===== config.mk =====
export PLATFORM = sky130hd
export DESIGN_NAME = imem_loader
export DESIGN_NICKNAME = d
export VERILOG_FILES = /design/src/rtl/imem_loader.sv
export SDC_FILE = /design/constraint.sdc
export NUM_CORES = 1
export LEC_CHECK = 0
export CAP_MARGIN = 20
export CORE_MARGIN = 2
export CORE_UTILIZATION = 50
export CTS_CLUSTER_DIAMETER = 100
export DETAILED_ROUTE_END_ITERATION = 12
export PLACE_DENSITY_LB_ADDON = 0.2
export SYNTH_ARGS = -nofsm -noshare
export SYNTH_HDL_FRONTEND = slang
export SYNTH_SLANG_ARGS = --single-unit
export TNS_END_PERCENT = 5

===== constraint.sdc =====
create_clock -name clk -period 3.3 [get_ports clk]
set_clock_uncertainty 0.05 [all_clocks]
set_input_delay 0.66 -clock clk [delete_from_list [all_inputs] [get_ports clk]]
set_output_delay 0.66 -clock clk [all_outputs]
set_load 0.1 [all_outputs]

===== src/rtl/imem_loader.sv =====
`default_nettype none
// imem_loader: packs a little-endian byte stream (word-count header + payload) into
// 32-bit words for the instruction RAM and holds the core stalled until the image is in.
module imem_loader #(
  parameter int IMEM_POWER = 18,
  parameter int WORD       = 32
) (
  input  logic                  clk,
  input  logic                  reset,
  input  logic                  start,
  input  logic                  in_valid,
  input  logic [7:0]            in_data,
  output logic                  in_ready,
  output logic                  we,
  output logic [IMEM_POWER-1:0] waddr,
  output logic [WORD-1:0]       wdata,
  output logic                  busy,
  output logic                  done,
  output logic                  error,
  output logic                  cpu_hold
);

  typedef enum logic [2:0] {
    S_IDLE = 3'd0,
    S_HDR  = 3'd1,
    S_DATA = 3'd2,
    S_LAST = 3'd3,
    S_DONE = 3'd4,
    S_ERR  = 3'd5
  } state_t;

  // One bit wider than the header count so 2^IMEM_POWER itself is representable.
  localparam logic [32:0] DEPTH = 33'd1 << IMEM_POWER;

  state_t                state_q, state_d;
  logic [1:0]            byte_idx_q, byte_idx_d;
  logic [31:0]           word_cnt_q, word_cnt_d;
  logic [31:0]           count_q, count_d;
  logic [23:0]           shift_q, shift_d;
  logic                  in_ready_q, in_ready_d;
  logic                  we_q, we_d;
  logic [IMEM_POWER-1:0] waddr_q, waddr_d;
  logic [WORD-1:0]       wdata_q, wdata_d;
  logic                  busy_q, busy_d;
  logic                  done_q, done_d;
  logic                  error_q, error_d;
  logic                  cpu_hold_q, cpu_hold_d;

  logic                  accept;
  logic [31:0]           hdr_word;

  always_comb begin
    accept     = in_valid && in_ready_q;
    hdr_word   = {in_data, count_q[31:8]};
    state_d    = state_q;
    byte_idx_d = byte_idx_q;
    word_cnt_d = word_cnt_q;
    count_d    = count_q;
    shift_d    = shift_q;
    we_d       = 1'b0;
    waddr_d    = waddr_q;
    wdata_d    = wdata_q;

    case (state_q)
      S_IDLE, S_DONE, S_ERR: begin
        if (start) begin
          state_d    = S_HDR;
          byte_idx_d = 2'd0;
          word_cnt_d = 32'd0;
        end
      end
      S_HDR: begin
        if (accept) begin
          count_d    = hdr_word;
          byte_idx_d = byte_idx_q + 2'd1;
          if (byte_idx_q == 2'd3) begin
            if (hdr_word == 32'd0)
              state_d = S_DONE;
            else if ({1'b0, hdr_word} > DEPTH)
              state_d = S_ERR;
            else
              state_d = S_DATA;
          end
        end
      end
      S_DATA: begin
        if (accept) begin
          byte_idx_d = byte_idx_q + 2'd1;
          shift_d    = {in_data, shift_q[23:8]};
          if (byte_idx_q == 2'd3) begin
            we_d       = 1'b1;
            waddr_d    = word_cnt_q[IMEM_POWER-1:0];
            wdata_d    = {in_data, shift_q};
            word_cnt_d = word_cnt_q + 32'd1;
            if (word_cnt_q == count_q - 32'd1)
              state_d = S_LAST;
          end
        end
      end
      // The final write is on the bus this cycle; release the core only after it.
      S_LAST:  state_d = S_DONE;
      default: state_d = S_IDLE;
    endcase

    in_ready_d = (state_d == S_HDR) || (state_d == S_DATA);
    busy_d     = in_ready_d || (state_d == S_LAST);
    done_d     = (state_d == S_DONE);
    error_d    = (state_d == S_ERR);
    cpu_hold_d = (state_d != S_DONE);
  end

  always_ff @(posedge clk or negedge reset) begin
    if (!reset) begin
      state_q    <= S_IDLE;
      byte_idx_q <= 2'd0;
      word_cnt_q <= 32'd0;
      count_q    <= 32'd0;
      shift_q    <= 24'd0;
      in_ready_q <= 1'b0;
      we_q       <= 1'b0;
      waddr_q    <= '0;
      wdata_q    <= '0;
      busy_q     <= 1'b0;
      done_q     <= 1'b0;
      error_q    <= 1'b0;
      cpu_hold_q <= 1'b1;
    end else begin
      state_q    <= state_d;
      byte_idx_q <= byte_idx_d;
      word_cnt_q <= word_cnt_d;
      count_q    <= count_d;
      shift_q    <= shift_d;
      in_ready_q <= in_ready_d;
      we_q       <= we_d;
      waddr_q    <= waddr_d;
      wdata_q    <= wdata_d;
      busy_q     <= busy_d;
      done_q     <= done_d;
      error_q    <= error_d;
      cpu_hold_q <= cpu_hold_d;
    end
  end

  assign in_ready = in_ready_q;
  assign we       = we_q;
  assign waddr    = waddr_q;
  assign wdata    = wdata_q;
  assign busy     = busy_q;
  assign done     = done_q;
  assign error    = error_q;
  assign cpu_hold = cpu_hold_q;

endmodule
`default_nettype wire


==> flow_summary.ini <==
[detailed_routing]
dr.pass1.iters = 5
vias = 5494
vias_per_cell = 5.59
drc = 0
drtAntennaViolNets = 0
wire_per_inst_um = 16.7
wl_um = 16400
drt_iter0_drc = 362

[clock_network]
clock-sinks = 149
cts-hold-fix-buffers = 0
clock_tree.root_cell = clkbuf_16
cts_setup_buffers = 0
path_clk_slew_ns = 0.06
clock_path_buffers = 2
cts_resized = 0
cts_buffers = 17
cts_tree = done
htreeDepth = 4
clock_latency_ns = 0.43

[floorplanning]
io_pins = 68
core_um2 = 13900
die-area_um2 = 15300
die_w_um = 124
start_util_pct = 51.5
die_h_um = 124
fp-row-count = 43

[worst_setup_path]
path_max_fanout = 10
cp-start-kind = register
cp.arrival_ns = 3.21
path_buf_inv = 0
reg2reg_from = count_q[2]
slowest_delay_ns = 0.63
worstPathCellList = nor4_1 > nand4_2 > xnor2_1 > or4_1 > nor4_1 > and4_1 > a21boi_1
r2r_setup_slack_ns = 0.34
cp_slowest_cell = nor4_1
setup.worst_path.class = reg -> reg
r2r_cells = 7
critPathTopFamily = simple AND/OR/NAND/NOR gates
end_kind = register
required_ns = 3.55
r2r_end = in_ready
path_common_cell = nor4_1

[synth]
synth_top_area_share_pct = 51.6
async_flop_share_pct = 100
synthCells = 721
synth_area_per_cell_um2 = 9.95
ys_seq_area_share_pct = 52.0
synth_most_common_cell = nand2_1
synth_ff_type = dfrtp_1
synthesis.area_um2 = 7180
ys_ff_latch = 149
ys_warn_count = 0
synthTopCellsByCount = nand2_1 (183), dfrtp_1 (148), mux2_2 (53)
synth_top_area_cell = dfrtp_1
synth.distinct_cells = 57
netlist_top_cells_area = dfrtp_1 (52%), nand2_1 (9.6%), mux2_2 (8.3%), xnor2_1 (5.2%), xor2_1 (2.8%)
synth_fp_nets = 736
synth_edf_count = 0

[timing]
finalSetupViolCount = 0
timing.final.crit_share_pct = 89.7
hold_violations = 0
drv_slew = 0
worst_pin_slew_ns = 0.715
rsz0062_at_grt = no
setup_tns_ns = 0
fin_crit_ns = 2.96
relSlewSlack_pct = 52.3
fmax_mhz = 338

[placement]
dp.cells = 950
numPortBuffers = 67
dp_hpwl_um = 11700
gp_congestion = 0.933

[status]
outcome = completed

[layout]
n_antenna_cell = 0
area_growth_pct = 18.4
layout.cells.non_filler = 982
fill_cells = 1187
drive_gt1_share_pct = 21.4
nNetsFinal = 804

[pwr]
power.density_nw_per_um2 = 678
leakage_nw = 4.03
vdd_drop_max_mv = 0.383
p_total_mw = 5.76

[grt]
grt_pass1_vias = 5191
antenna_found_initial = 0
grt_max_degree = 79
grt_pass1_wl_um = 26800
grt_usage_pct = 22.9
grt_overflow = 0

[hold_path]
min_path_type = in -> async

[job]
drv_cap = 0
## placed cells by master (no fill, tap or decap), types with 3 or more instances in the layout
cell type / instances
a21oi_1: 15
dfrtp_1: 148
o21ai_0: 16
nor4_2: 3
clkinv_2: 4
and3_1: 4
xnor2_1: 43
nand3_1: 25
or3_1: 7
nor4_1: 9
ha_1: 3
clkinv_4: 3
nor3b_1: 5
mux2i_1: 3
clkbuf_16: 17
o31ai_1: 4
nor3_1: 15
nand2_1: 183
inv_1: 9
clkdlybuf4s50_1: 10
and4_1: 4
buf_4: 71
or4_1: 5
nand2b_1: 5
nor2_1: 51
nand4_1: 11
and2_1: 3
mux2_2: 53
a211oi_1: 3
xor2_1: 23
## worst reg2reg max path, stage by stage, from the launching register on
cell	delay, ns
dfrtp_1	0.46
nor4_1	0.63
nand4_2	0.39
xnor2_1	0.25
or4_1	0.50
nor4_1	0.24
and4_1	0.25
a21boi_1	0.08
## through the flow
stage | hold WS, ns | cell area [um2] | setup WS, ns | util, %
final | 0.228 | 8500 | 0.338 | 61.0
after global routing | 0.277 | 8500 | 0.181 | 61.0
after CTS | 0.239 | 8500 | 0.373 | 61.0
after detailed placement | 0.398 | 7920 | 0.234 | 56.9
after global placement | 0.397 | 7920 | 0.268 | 56.9
after floorplan | 0.314 | 7180 | 0.468 | -
## layout make-up
class	instances	area (um2)	area share, %
sequential	149	3730	43.9
multi-input combinational	529	3290	38.7
timing repair buffer	82	644	7.58
clock buffer	19	453	5.33
tap	180	225	2.65
clock inverter	13	124	1.46
inverter	10	37.5	0.442
## worst max-delay path by stage
stage                           from              to  cells past startpoint
final                     count_q[2]        in_ready                      7
after floorplan             in_ready  word_cnt_q[27]                      7
after global routing      count_q[2]        in_ready                      7
after CTS                 count_q[2]        in_ready                      7
after detailed placement    in_valid       wdata[25]                      8
after global placement      in_valid        in_ready                      8
## state kept, by name, summed over array words and instances, names as in the netlist
register,cells
count_q,32
in_ready,1
done,1
waddr,18
we,1
state_q,3
busy,1
wdata,32
cpu_hold,1
word_cnt_q,32
shift_q,24
byte_idx_q,2
error,1
## power by group
group          switching [mW]  internal (mW)  leakage (nW)  total [mW]
combinational           0.774          0.641          1.75        1.42
sequential              0.413           2.07          1.99        2.48
clock                   0.778           1.09         0.287        1.87
total                    1.96           3.80          4.03        5.76
## layer usage
layer / GRT usage, % / share of wire, % / up-vias
li1: - / - / 2610
met1: 32.4 / 47 / 2719
met2: 34.9 / 46 / 142
met3: 4.67 / 5.3 / 23
met4: 8.52 / 1.7 / 0
met5: 0 / 0 / -
## logic make-up after synthesis
logic type	Yosys count	synth area share (%)
flip-flops	149	52.0
AO/OA/AOI/OAI	59	5.93
multiplexers	56	8.73
adder cells (fa/ha/maj)	3	0.523
AND/OR/NAND/NOR	345	22.4
XOR/XNOR	66	8.05
buffers and inverters	43	2.41
Note: power is estimated with default switching activity, not from simulation.
